$ cat src/rtl/gerador_varredura_pkg.sv
// Shared definitions for the LED-matrix column-scan sequencer.
// Contents: scan state enum, bus widths, a counter-width helper
// and a column-extraction helper for a packed 64-bit frame.
package gerador_varredura_pkg;

  typedef enum logic [1:0] {
    OCIOSO = 2'd0,
    EXIBE  = 2'd1,
    APAGA  = 2'd2
  } estado_t;

  localparam int COL_W   = 3;
  localparam int ROW_W   = 8;
  localparam int FRAME_W = 64;

  // Width of a counter that spans 0..div-1; never narrower than one bit.
  function automatic int presc_w(input int div);
    return (div > 1) ? $clog2(div) : 1;
  endfunction

  // Column k of a frame occupies bits [8k+7:8k].
  function automatic logic [ROW_W-1:0] col_of(input logic [FRAME_W-1:0] f,
                                               input logic [COL_W-1:0]   k);
    return f[{k, 3'b000} +: ROW_W];
  endfunction

endpackage

$ cat src/rtl/gerador_varredura_if.sv
// Bus between a frame source / display driver and the scan sequencer.
// Signals:
//   en          scan enable
//   frame_ld    frame load request, held by the sender until frame_ack
//   frame_in    64-bit frame, column k = bits [8k+7:8k]
//   frame_ack   one-cycle capture acknowledge
//   sel         column index for the 3-to-8 column decoder
//   col_dado    row pattern of the selected column
//   blank       column drivers off
//   fim_quadro  one-cycle frame-wrap pulse
// master = frame source/driver side, slave = sequencer side.
interface gerador_varredura_if;
  import gerador_varredura_pkg::*;

  logic               en;
  logic               frame_ld;
  logic [FRAME_W-1:0] frame_in;
  logic               frame_ack;
  logic [COL_W-1:0]   sel;
  logic [ROW_W-1:0]   col_dado;
  logic               blank;
  logic               fim_quadro;

  modport master (
    output en, frame_ld, frame_in,
    input  frame_ack, sel, col_dado, blank, fim_quadro
  );

  modport slave (
    input  en, frame_ld, frame_in,
    output frame_ack, sel, col_dado, blank, fim_quadro
  );

endinterface

$ cat src/rtl/gerador_varredura_divisor_tick.sv
// Modulo-MOD counter with synchronous clear and count enable.
// Ports:
//   clk, rst  clock and synchronous active-high reset
//   clr_i     forces the count to 0 (has priority over en_i)
//   en_i      advance the count, wrapping MOD-1 -> 0
//   tc_o      count is at MOD-1 (terminal count)
module divisor_tick
  import gerador_varredura_pkg::*;
#(
  parameter int MOD = 2
) (
  input  logic clk,
  input  logic rst,
  input  logic clr_i,
  input  logic en_i,
  output logic tc_o
);

  localparam int             W   = presc_w(MOD);
  localparam logic [W-1:0]   ULT = W'(MOD - 1);

  logic [W-1:0] cnt_q, cnt_d;

  assign tc_o = (cnt_q == ULT);

  always_comb begin
    cnt_d = cnt_q;
    if (clr_i)     cnt_d = '0;
    else if (en_i) cnt_d = tc_o ? '0 : cnt_q + W'(1);
  end

  always_ff @(posedge clk) begin
    if (rst) cnt_q <= '0;
    else     cnt_q <= cnt_d;
  end

endmodule

$ cat src/rtl/gerador_varredura.sv
// Column-scan sequencer for an 8x8 LED matrix.
// Lights one column for DIV cycles, blanks for BLANK cycles while the
// column index moves on, and wraps after NUM_COL columns. A 64-bit frame
// is loaded into a pending buffer by a request/ack handshake and copied
// into the displayed buffer only at a frame wrap (or at once when idle).
// Ports:
//   clk, rst  clock and synchronous active-high reset
//   bus       gerador_varredura_if.slave (see interface for signal list)
module gerador_varredura
  import gerador_varredura_pkg::*;
#(
  parameter int DIV     = 50000,
  parameter int BLANK   = 2,
  parameter int NUM_COL = 8
) (
  input  logic                  clk,
  input  logic                  rst,
  gerador_varredura_if.slave    bus
);

  localparam logic [COL_W-1:0] ULT_COL = COL_W'(NUM_COL - 1);

  estado_t            estado_q, estado_d;
  logic [COL_W-1:0]   sel_q, sel_d;
  logic [ROW_W-1:0]   col_q, col_d;
  logic               blank_q, blank_d;
  logic               ack_q, ack_d;
  logic               fim_q, fim_d;
  logic               avanca_q, avanca_d;
  logic [FRAME_W-1:0] ativo_q, ativo_d;
  logic [FRAME_W-1:0] pend_q, pend_d;
  logic               pendente_q, pendente_d;
  logic               troca;
  logic               presc_tc, blank_tc;

  // Both counters are held at zero outside their own state, so every
  // display and every blanking interval starts from a fresh count.
  divisor_tick #(.MOD(DIV)) u_presc (
    .clk   (clk),
    .rst   (rst),
    .clr_i (!bus.en || estado_q != EXIBE),
    .en_i  (estado_q == EXIBE),
    .tc_o  (presc_tc)
  );

  divisor_tick #(.MOD(BLANK)) u_apaga (
    .clk   (clk),
    .rst   (rst),
    .clr_i (!bus.en || estado_q != APAGA),
    .en_i  (estado_q == APAGA),
    .tc_o  (blank_tc)
  );

  always_comb begin
    estado_d   = estado_q;
    sel_d      = sel_q;
    blank_d    = blank_q;
    fim_d      = 1'b0;
    ack_d      = 1'b0;
    ativo_d    = ativo_q;
    pend_d     = pend_q;
    pendente_d = pendente_q;
    troca      = 1'b0;

    case (estado_q)
      OCIOSO: begin
        // No scan running: a pending frame can be shown right away.
        troca = pendente_q;
        if (bus.en) begin
          estado_d = EXIBE;
          blank_d  = 1'b0;
        end
      end
      EXIBE: begin
        if (presc_tc) begin
          estado_d = APAGA;
          blank_d  = 1'b1;
        end
      end
      APAGA: begin
        // Column moves at the end of the first blank cycle, so sel is
        // settled before the drivers come back on.
        if (avanca_q) begin
          if (sel_q == ULT_COL) begin
            sel_d = '0;
            fim_d = 1'b1;
            troca = pendente_q;
          end else begin
            sel_d = sel_q + COL_W'(1);
          end
        end
        if (blank_tc) begin
          estado_d = EXIBE;
          blank_d  = 1'b0;
        end
      end
      default: estado_d = OCIOSO;
    endcase

    // Dropping enable beats a simultaneous wrap: no pulse, no swap.
    if (!bus.en) begin
      estado_d = OCIOSO;
      blank_d  = 1'b1;
      sel_d    = '0;
      fim_d    = 1'b0;
      if (estado_q != OCIOSO) troca = 1'b0;
    end

    avanca_d = (estado_q == EXIBE) && (estado_d == APAGA);

    if (troca) begin
      ativo_d    = pend_q;
      pendente_d = 1'b0;
    end

    if (bus.frame_ld && !pendente_q && !troca) begin
      pend_d     = bus.frame_in;
      pendente_d = 1'b1;
      ack_d      = 1'b1;
    end

    col_d = col_of(troca ? pend_q : ativo_q, sel_d);
  end

  always_ff @(posedge clk) begin
    if (rst) begin
      estado_q   <= OCIOSO;
      sel_q      <= '0;
      col_q      <= '0;
      blank_q    <= 1'b1;
      ack_q      <= 1'b0;
      fim_q      <= 1'b0;
      avanca_q   <= 1'b0;
      ativo_q    <= '0;
      pend_q     <= '0;
      pendente_q <= 1'b0;
    end else begin
      estado_q   <= estado_d;
      sel_q      <= sel_d;
      col_q      <= col_d;
      blank_q    <= blank_d;
      ack_q      <= ack_d;
      fim_q      <= fim_d;
      avanca_q   <= avanca_d;
      ativo_q    <= ativo_d;
      pend_q     <= pend_d;
      pendente_q <= pendente_d;
    end
  end

  assign bus.sel        = sel_q;
  assign bus.col_dado   = col_q;
  assign bus.blank      = blank_q;
  assign bus.frame_ack  = ack_q;
  assign bus.fim_quadro = fim_q;

endmodule

$ cat src/flat_wrapper.sv
// flat-port wrapper written by rule: the top's interface ports become plain ports
module gerador_varredura_flat import gerador_varredura_pkg::*;
#(
  parameter int DIV     = 50000,
  parameter int BLANK   = 2,
  parameter int NUM_COL = 8
)
  (clk, rst, bus_en, bus_frame_ld, bus_frame_in, bus_frame_ack, bus_sel, bus_col_dado, bus_blank, bus_fim_quadro);
  gerador_varredura_if bus_i ();
  input  logic clk;
  input  logic rst;
  input wire logic [$bits(bus_i.en)-1:0] bus_en;
  input wire logic [$bits(bus_i.frame_ld)-1:0] bus_frame_ld;
  input wire logic [$bits(bus_i.frame_in)-1:0] bus_frame_in;
  output wire logic [$bits(bus_i.frame_ack)-1:0] bus_frame_ack;
  output wire logic [$bits(bus_i.sel)-1:0] bus_sel;
  output wire logic [$bits(bus_i.col_dado)-1:0] bus_col_dado;
  output wire logic [$bits(bus_i.blank)-1:0] bus_blank;
  output wire logic [$bits(bus_i.fim_quadro)-1:0] bus_fim_quadro;
  assign bus_i.en = bus_en;
  assign bus_i.frame_ld = bus_frame_ld;
  assign bus_i.frame_in = bus_frame_in;
  assign bus_frame_ack = bus_i.frame_ack;
  assign bus_sel = bus_i.sel;
  assign bus_col_dado = bus_i.col_dado;
  assign bus_blank = bus_i.blank;
  assign bus_fim_quadro = bus_i.fim_quadro;
  gerador_varredura #(.DIV(DIV), .BLANK(BLANK), .NUM_COL(NUM_COL)) u_core (.clk(clk), .rst(rst), .bus(bus_i));
endmodule
$ cat config.mk
export PLATFORM = sky130hd
export DESIGN_NAME = gerador_varredura_flat
export DESIGN_NICKNAME = d
export VERILOG_FILES = /design/src/rtl/gerador_varredura_pkg.sv /design/src/rtl/gerador_varredura_if.sv /design/src/rtl/gerador_varredura_divisor_tick.sv /design/src/rtl/gerador_varredura.sv /design/src/flat_wrapper.sv
export SDC_FILE = /design/constraint.sdc
export NUM_CORES = 1
export LEC_CHECK = 0
export CORE_MARGIN = 1
export CORE_UTILIZATION = 50
export DETAILED_ROUTE_END_ITERATION = 6
export PLACE_DENSITY_LB_ADDON = 0.3
export SYNTH_ARGS = -nofsm -noshare
export SYNTH_HDL_FRONTEND = slang
export SYNTH_SLANG_ARGS = --single-unit
$ cat constraint.sdc
create_clock -name clk -period 2.4 [get_ports clk]
set_clock_uncertainty 0.1 [all_clocks]
set_input_delay 0.72 -clock clk [delete_from_list [all_inputs] [get_ports clk]]
set_output_delay 0.72 -clock clk [all_outputs]
set_load 0.1 [all_outputs]
[Yosys cells after proc, flatten, opt, wreduce, memory -nomap -nowiden]
Cells that the tools add are included.
Storage, ports and cells
  output and inout bits: 14
  input port bits: 68
  memories: 0
  memory bits (read-only): 0
  bits in writable memories: 0
  bits in latches: 0
  word-level logic and storage cells: 68
  register bits: 163
Cells by class
  multiplexer cells: 23
  multipliers: 0
  div/mod/pow operators: 0
  bitwise operators: 3
  $lt $le $gt $ge: 0
  add/subtract/negate cells: 3
  reductions and logical operators: 17
  shifts and indexed selects: 1
  eq/ne operators: 9
Operators by type and width (count)
  64-bit two-way mux: 1
  64-bit by 7-bit indexed part select with 8-bit output: 1
  16-bit by 1-bit adder with 16-bit output, second input constant: 1
  16-bit == test, second input constant: 1
  16-bit two-way mux: 1
  3-bit two-way mux: 4
  1-bit two-way mux: 11
  2-bit two-way mux: 3
  2-bit by 1-bit inequality test with 1-bit output, second input constant: 3
  2-bit one-hot mux with 3 select lines: 1
  2-bit OR reduction: 3
  2-bit == test, second input constant: 2
  2-bit nonzero test: 2
  4-bit OR reduction: 1
  3-bit by 1-bit adder with 3-bit output, second input constant: 1
  3-bit == test, second input constant: 1
  1-bit logical AND: 3
  1-bit zero test: 3
  1-bit NOT: 3
  1-bit one-hot mux with 3 select lines: 1
  3-bit AND reduction: 1
  3-bit nonzero test: 1
  2-bit by 1-bit == test with 1-bit output, second input constant: 1
  2-bit zero test: 1
  other kinds (4): 5

[Depth between registers and ports, before layout]
Gate-level depths: netlist (run 1).
  word-level depth: 9
  mapped depth: 9
  mapped depth without buffers: 7

[Hierarchy]
A second synthesis (run 1) with hierarchy kept.
Second synthesis, totals
  cell total of the unflattened synthesis: 831
  area, all modules: 6866.6 µm²
Modules (own cells, without submodules)
  gerador_varredura: times used 1, cells an instance 742, area an instance 6053.3 µm²
  divisor_tick (u_core.u_presc): times used 1, cells an instance 86, area an instance 774.5 µm²
  divisor_tick (u_core.u_apaga): times used 1, cells an instance 3, area an instance 38.8 µm²

[Least setup slack after synthesis (run 1)]
OpenSTA, ideal clock, no wires.
  path kind: reg2reg
  from: register u_core.sel_q[1] (netlist: u_core.bus.sel[1])
  to: register u_core.col_q[2] (netlist: u_core.bus.col_dado[2])
  period minus slack after synthesis: 3116 ps
  library setup time: 134 ps
  path slack: -716 ps
  required time: 2166 ps
  cell stages (with the launch flop): 9
  arrival: 2882 ps
  path through: dfxtp_1 ha_1 ha_1 nand3_1 a21oi_2 buf_1 mux2i_1 a211oi_1 or4_1
Between the ends
  word-level cells in the longest chain between the ends: 8
  elaborated cells on any way between the ends: 13
Ends and longest elaborated chain
  start: declaration: line gerador_varredura.sv:24  | logic [COL_W-1:0] sel_q, sel_d;
  start signal: assignment: line gerador_varredura.sv:139  | sel_q <= sel_d;
  3-bit == test: line gerador_varredura.sv:84  | if (sel_q == ULT_COL) begin
  1-bit two-way mux: line gerador_varredura.sv:84
  1-bit two-way mux: line gerador_varredura.sv:83  | if (avanca_q) begin
  1-bit one-hot mux with 2 select lines: line gerador_varredura.sv:65  | case (estado_q)
  1-bit two-way mux: line gerador_varredura.sv:106  | if (estado_q != OCIOSO) troca = 1'b0;
  1-bit two-way mux: line gerador_varredura.sv:101  | if (!bus.en) begin
  64-bit two-way mux
  64-bit by 7-bit indexed part select with 8-bit output (*): line gerador_varredura_pkg.sv:24  | return f[{k, 3'b000} +: ROW_W];
  end signal: assignment: line gerador_varredura.sv:140  | col_q <= col_d;
  end: declaration: line gerador_varredura.sv:25  | logic [ROW_W-1:0] col_q, col_d;
Every way passes the cells marked *; elsewhere a longest branch is shown, timed or not.
A chain may end at the register's enable or synchronous reset.

[Final worst setup path (run 1)]
  from: register u_core.sel_q[1] (netlist: u_core.bus.sel[1])
  to: register u_core.col_q[4] (netlist: u_core.bus.col_dado[4])
Same word-level chain as after synthesis.

==> results of run 1 <==
-- area by class of cell --
type	instances	area share
clock inverters	9	0.0196
inverters	4	0.00167
clock buffers	23	0.0508
repair buffers	148	0.154
well taps	176	0.0244
flip-flops and latches	163	0.363
multi-input cells	557	0.386
-- sequential cells by signal (all words and copies together), names as in the netlist --
signal and cells:
u_core.ativo_q 64, u_core.pend_q 64, u_core.u_presc.cnt_q 16, u_core.bus.col_dado 8, u_core.bus.sel 3, u_core.estado_q 2
u_core.avanca_q 1, u_core.bus.blank 1, u_core.bus.fim_quadro 1, u_core.bus.frame_ack 1, u_core.pendente_q 1, u_core.u_apaga.tc_o 1
-- worst register-to-register path, delay by kind of cell, from the launching register on --
kind | cells | cell delay (ns)
buffers and inverters | 1 | 0.20
DFF | 1 | 0.36
muxes | 1 | 0.36
and+or+nand+nor | 2 | 0.66
AOI/OAI and AO/OA | 2 | 0.42
adders and majority gates | 2 | 0.27
-- synth_stat cells (all sizes together) --
master   number  share of area
nor4b         2         0.0026
and2b         1         0.0011
ha            3         0.0055
a2111oi       8          0.010
o2111ai       1         0.0013
a221oi       32          0.050
and3          5         0.0048
nor2         90          0.050
clkbuf       35          0.019
o21bai        1         0.0011
o2bb2ai      32          0.041
a211oi       24          0.027
nand3b        1         0.0030
xor2          9          0.012
nand2       170          0.094
nand4b        1         0.0022
buf          29          0.022
xnor2         5         0.0065
mux2          2         0.0039
nand4         5         0.0046
o21ai         1        0.00074
mux2i        34          0.050
nand3         7         0.0052
a21o          1         0.0011
or4           9          0.010
nor4          1        0.00092
nor2b         2         0.0018
nor3b         1         0.0011
or2           3         0.0028
a21oi        98          0.073
inv           4         0.0022
nand2b        3         0.0028
dfxtp       163           0.48
nor3          5         0.0037
-- cells by family (layout without fill, tap and decap cells) --
family	count (synthesis)	after routing	share of synthesized area
and+or+nand+nor	306	306	0.191
adders and majority gates	3	3	0.00555
DFF	163	163	0.482
AOI/OAI and AO/OA	198	198	0.205
xor gates and xnor gates	14	14	0.0181
buffers and inverters	68	184	0.0440
muxes	36	36	0.0542
-- metal layers --
| layer | vias up | GRT usage | share of wire |
|---|---|---|---|
| met5 | - | 0 | 0 |
| met4 | 0 | 0.119 | 0.029 |
| met3 | 42 | 0.0594 | 0.056 |
| met2 | 200 | 0.458 | 0.48 |
| met1 | 2968 | 0.340 | 0.43 |
| li1 | 2977 | - | - |
-- through the flow --
step / setup TNS [ns] / hold WS [ns] / total power, µW
after floorplan: -0.542 / 0.322 / 3250
after global placement: -1.31 / 0.338 / 3520
after detailed placement: -1.63 / 0.345 / 3540
after CTS: -0.368 / 0.364 / 6470
after global routing: -1.04 / 0.391 / 6650
final: -0.493 / 0.359 / 6460
-- power by group --
group / total [µW] / switching, µW / internal [µW]
registers: 2890 / 85.7 / 2800
logic: 630 / 342 / 288
clock network: 2950 / 1070 / 1870
total: 6460 / 1500 / 4960
-- how the worst max path moves through the flow --
stage | start | slack, ns | end | cells past startpoint
after floorplan | u_core.bus.sel[1] | -0.07 | u_core.bus.col_dado[3] | 8
after global placement | bus_en | -0.24 | u_core.bus.col_dado[6] | 8
after detailed placement | bus_en | -0.29 | u_core.bus.col_dado[6] | 8
after CTS | u_core.bus.sel[1] | -0.07 | u_core.bus.col_dado[5] | 8
after global routing | u_core.bus.sel[1] | -0.14 | u_core.bus.col_dado[1] | 8
final | u_core.bus.sel[1] | -0.09 | u_core.bus.col_dado[4] | 8
-- repair_timing --
action / in CTS / in global routing
pin swaps: 1 / 0
endpoints found under the setup margin: 8 / 8
cloned: 0 / 0
hold buffers: 0 / 0
gates resized for setup: 17 / 6
==> impl_metrics.sql, run 1 <==
INSERT INTO impl_metrics (metric_group, metric, value, unit) VALUES
('outcome', 'status', 'complete, but fails checks', ''),
('outcome', 'violations', 'negative setup slack', ''),
('floorplanning', 'core_area', '13200', 'µm²'),
('setup_path', 'path_buf_inv', '1', ''),
('global_routing', 'largest_net_degree_at_the_start_of_global_routing', '80', ''),
('detailed_routing', 'wirelength', '18800', 'µm'),
('sta', 'worst_slew_pin_slew', '0.820', 'ns'),
('setup_path', 'worst_setup_path_start_kind', 'flop', ''),
('clock_network', 'postCtsSetupBuffers', '0', ''),
('layout', 'final_design_area_no_fill', '9020', 'µm²'),
('sta', 'grt_setup_unrepaired', 'true', ''),
('power', 'power.density_cell_area', '717', 'nW/µm²'),
('floorplanning', 'ios', '82', ''),
('layout', 'multiInputGateArea', '3480', 'µm²'),
('placement', 'placement.cell_area', '8210', 'µm²'),
('clock_network', 'cts.path.max_buffers', '2', ''),
('global_routing', 'first_pass_grt_wire_length', '30000', 'µm'),
('setup_path', 'timing.critical_path.to_type', 'flop', ''),
('sta', 'hold_viol_final', '0', ''),
('detailed_routing', 'antenna_left', '0', ''),
('setup_path', 'crit-reg2reg-capture', 'u_core.bus.col_dado[4]', ''),
('sta', 'max_slew_vio_count', '0', ''),
('sta', 'postLayoutSetupSlackWorst', '-0.0930', 'ns'),
('synth', 'yosys_warnings', '0', ''),
('layout', 'fin_cells', '1080', ''),
('setup_path', 'cp_cell_sequence', 'ha_4 > ha_4 > and2b_1 > mux2_4 > buf_12 > a221oi_2 > a2111oi_0 > or4_1', ''),
('placement', 'place_inst', '1048', ''),
('clock_network', 'cts.sink_count', '163', ''),
('placement', 'placement.io_buffers', '81', ''),
('hold_path', 'worstHoldPathType', 'reg2reg', ''),
('sta', 'setup_viol_count_final', '8', ''),
('layout', 'final-seq-area', '3270', 'µm²'),
('setup_path', 'critical_path.most_common_cell', 'ha_4', ''),
('sta', 'timing.max_slew.rel_slack', '0.453', ''),
('hold_path', 'worst_hold_startpoint', 'u_core.pend_q[48]', ''),
('synth', 'ys_seq_elements', '163', ''),
('clock_network', 'htreeDepth', '4', ''),
('layout', 'most_used_cells_in_the_layout_excluding_fill_and_tap_cells', 'nand2_1, dfxtp_1, a21oi_1', ''),
('clock_network', 'clock_root_buffer_master', 'clkbuf_16', ''),
('layout', 'proportion_of_layout_cells_with_a_drive_suffix_above_1', '0.176', ''),
('sta', 'period_minus_slack', '2.49', 'ns'),
('synth', 'netlist-cell-type-count', '40', ''),
('synth', 'synthesis.nets', '859', ''),
('global_routing', 'grt_pass1_vias', '6083', ''),
('synth', 'post_synth.cell_area_avg', '8.59', 'µm²'),
('detailed_routing', 'vias_per_cell', '5.73', ''),
('sta', 'achievable_frequency', '401', 'MHz'),
('setup_path', 'critPathArrivalTime', '2.70', 'ns'),
('layout', 'design.final.nets', '962', ''),
('layout', 'layout.filler_cells', '1012', ''),
('global_routing', 'grt.total_usage', '0.274', ''),
('global_routing', 'globalRoute.totalOverflow', '0', ''),
('clock_network', 'clock_tree_from_tritoncts', 'built', ''),
('clock_network', 'numCtsBuffers', '17', ''),
('power', 'static-leakage-power', '0.00336', 'µW'),
('setup_path', 'crit-reg2reg-launch', 'u_core.bus.sel[1]', ''),
('setup_path', 'data_required_time_of_the_worst_path', '2.61', 'ns'),
('placement', 'detailedPlacementHpwl', '12500', 'µm'),
('setup_path', 'timing.setup.critical_path_class', 'reg2reg', ''),
('setup_path', 'r2r.worst_path.cells', '8', ''),
('clock_network', 'clkLatencyLatePin', '0.43', 'ns'),
('layout', 'antenna-diode-count', '0', ''),
('layout', 'layout.cells.most_common', 'nand2_1', ''),
('setup_path', 'timing.critical_path.slowest_stage_cell', 'or4_1', ''),
('synth', 'post_synth_instance_area', '6770', 'µm²'),
('global_routing', 'grt_antenna_before_repair', '0', ''),
('run', 'max_cap_violations', '0', ''),
('sta', 'post-route-period-util', '1.04', ''),
('placement', 'pre_cts_ws', '-0.286', 'ns'),
('setup_path', 'crit_family', 'simple AND/OR/NAND/NOR gates', ''),
('setup_path', 'ff2ff_setup_slack', '-0.09', 'ns');
(Power assumes the default switching activity.)
==> run 2: changes to the inputs <==
- CORE_UTILIZATION: 50 -> 60
- clock period: 2.4 -> 3.2 ns (I/O delays scaled with it)
==> impl_metrics.sql, run 2 (same netlist as run 1, synthesis figures left out) <==
INSERT INTO impl_metrics (metric_group, metric, value, unit) VALUES
('outcome', 'status', 'complete, no violations', ''),
('power', 'vdd.ir_drop.worst', '0.392', 'mV'),
('sta', 'grt_setup_unrepaired', 'false', ''),
('power', 'power.total', '4600', 'µW'),
('layout', 'largest_registers', 'u_core.ativo_q x64, u_core.pend_q x64, u_core.u_presc.cnt_q x16', ''),
('layout', 'layout.filler_cells', '796', ''),
('layout', 'layout.cells.most_common', 'nand2_1', ''),
('global_routing', 'grt.total_usage', '0.320', ''),
('sta', 'hold_viol_final', '0', ''),
('detailed_routing', 'route.vias.total', '6131', ''),
('clock_network', 'cts.repair.resized', '0', ''),
('power', 'static-leakage-power', '0.00312', 'µW'),
('global_routing', 'grt_antenna_before_repair', '0', ''),
('setup_path', 'data_required_time_of_the_worst_path', '3.40', 'ns'),
('sta', 'period_minus_slack', '3.01', 'ns'),
('setup_path', 'crit-reg2reg-launch', 'u_core.bus.sel[1]', ''),
('setup_path', 'worst_setup_path_start_kind', 'input pin', ''),
('detailed_routing', 'drt_drc_violations_left', '0', ''),
('floorplanning', 'ios', '82', ''),
('floorplanning', 'die_height', '108', 'µm'),
('detailed_routing', 'routed_length_per_instance', '17.6', 'µm'),
('setup_path', 'timing.setup.critical_path_class', 'in2reg', ''),
('detailed_routing', 'vias_per_cell', '6.03', ''),
('floorplanning', 'placement_rows', '38', ''),
('placement', 'placement.io_buffers', '81', ''),
('sta', 'worst_slew_pin_slew', '0.886', 'ns'),
('global_routing', 'grt_pass1_vias', '5784', ''),
('global_routing', 'largest_net_degree_at_the_start_of_global_routing', '89', ''),
('run', 'max_cap_violations', '0', ''),
('detailed_routing', 'drt_first_iter_violations', '540', ''),
('placement', 'placement.cell_area', '7780', 'µm²'),
('clock_network', 'cts.sink_count', '163', ''),
('hold_path', 'hold-path-cell-count', '2', ''),
('floorplanning', 'die_w', '108', 'µm'),
('clock_network', 'clock_root_buffer_master', 'clkbuf_16', ''),
('sta', 'post-route-period-util', '0.940', ''),
('setup_path', 'largest_fanout_of_any_net_on_the_critical_path', '6', ''),
('floorplanning', 'core_area', '10900', 'µm²'),
('layout', 'proportion_of_layout_cells_with_a_drive_suffix_above_1', '0.120', ''),
('detailed_routing', 'drtPass1Iterations', '6', ''),
('layout', 'final_design_area_no_fill', '8370', 'µm²'),
('layout', 'multiInputGateArea', '3230', 'µm²'),
('clock_network', 'numCtsBuffers', '17', ''),
('clock_network', 'cts.path.max_buffers', '2', ''),
('hold_path', 'worstHoldPathType', 'reg2reg', ''),
('clock_network', 'clkLatencyLatePin', '0.43', 'ns'),
('sta', 'max_slew_vio_count', '0', ''),
('sta', 'achievable_frequency', '333', 'MHz'),
('layout', 'final-seq-area', '3260', 'µm²'),
('layout', 'antenna-diode-count', '0', ''),
('clock_network', 'cts.clk_slew.worst_paths', '0.06', 'ns'),
('clock_network', 'htreeDepth', '4', ''),
('clock_network', 'clock_tree_from_tritoncts', 'built', ''),
('clock_network', 'postCtsSetupBuffers', '0', ''),
('placement', 'pre_cts_ws', '-0.177', 'ns'),
('layout', 'syn2layout_area_growth', '23.7', '%'),
('setup_path', 'timing.critical_path.to_type', 'flop', ''),
('hold_path', 'worst_hold_startpoint', 'u_core.pend_q[52]', ''),
('sta', 'postLayoutSetupSlackWorst', '0.193', 'ns'),
('detailed_routing', 'antenna_left', '0', ''),
('power', 'power.density_cell_area', '549', 'nW/µm²'),
('clock_network', 'cts-hold-fix-buffers', '0', ''),
('sta', 'timing.max_slew.rel_slack', '0.409', ''),
('floorplanning', 'initial_core_util', '0.619', ''),
('floorplanning', 'die_ar', '11700', 'µm²'),
('placement', 'detailedPlacementHpwl', '12000', 'µm'),
('global_routing', 'globalRoute.totalOverflow', '0', ''),
('layout', 'most_used_cells_in_the_layout_excluding_fill_and_tap_cells', 'nand2_1, dfxtp_1, a21oi_1', ''),
('sta', 'setup_viol_count_final', '0', ''),
('setup_path', 'critPathArrivalTime', '3.20', 'ns'),
('placement', 'finalWeightedCongestion', '0.868', ''),
('layout', 'final_core_util', '0.766', ''),
('detailed_routing', 'wirelength', '17800', 'µm'),
('setup_path', 'worstSetupStartpoint', 'bus_en', ''),
('setup_path', 'ff2ff_setup_slack', '0.21', 'ns'),
('layout', 'design.final.nets', '934', ''),
('global_routing', 'first_pass_grt_wire_length', '28400', 'µm'),
('setup_path', 'r2r.worst_path.cells', '8', '');
-- run 2: final cells by class --
type                       instances  share of cell area
tap                              140              0.0209
inverter                           4             0.00179
multi-input combinational        557               0.385
timing repair buffer             120               0.132
clock buffer                      22              0.0578
clock inverter                    10              0.0126
sequential                       163               0.390
-- run 2: path summary, 6_finish.rpt --
| check | to |
|---|---|
| setup / recovery | u_core.bus.col_dado[4] |
| hold / removal | u_core.pend_q[52] |
| setup reg to reg | u_core.bus.col_dado[4] |
| hold reg to reg | u_core.pend_q[52] |
-- run 2: worst max-delay path: stages --
cell	delay [ns]
clkdlybuf4s50_1	0.51
buf_4	0.13
and3_2	0.32
o2bb2ai_1	0.11
a221oi_1	0.41
a2111oi_0	0.14
buf_4	0.16
or4_1	0.46
-- run 2: where the power goes --
part	total, µW	switching, µW	internal (µW)
logic	420	236	184
registers	2160	58.4	2100
clock network	2010	792	1220
-- run 2: metal layers --
layer	part of all wire	GRT usage
met5	0.0030	0.0402
met2	0.47	0.509
met4	0.032	0.158
met3	0.070	0.0729
met1	0.42	0.406
-- run 2: through the flow --
step / hold slack [ns] / std cells / TNS [ns]
finish: 0.355 / 1016 / 0
global route: 0.377 / 1016 / 0
CTS: 0.358 / 1016 / 0
detailed placement: 0.349 / 984 / -1.13
global placement: 0.338 / 984 / -1.05
floorplan: 0.322 / 788 / 0
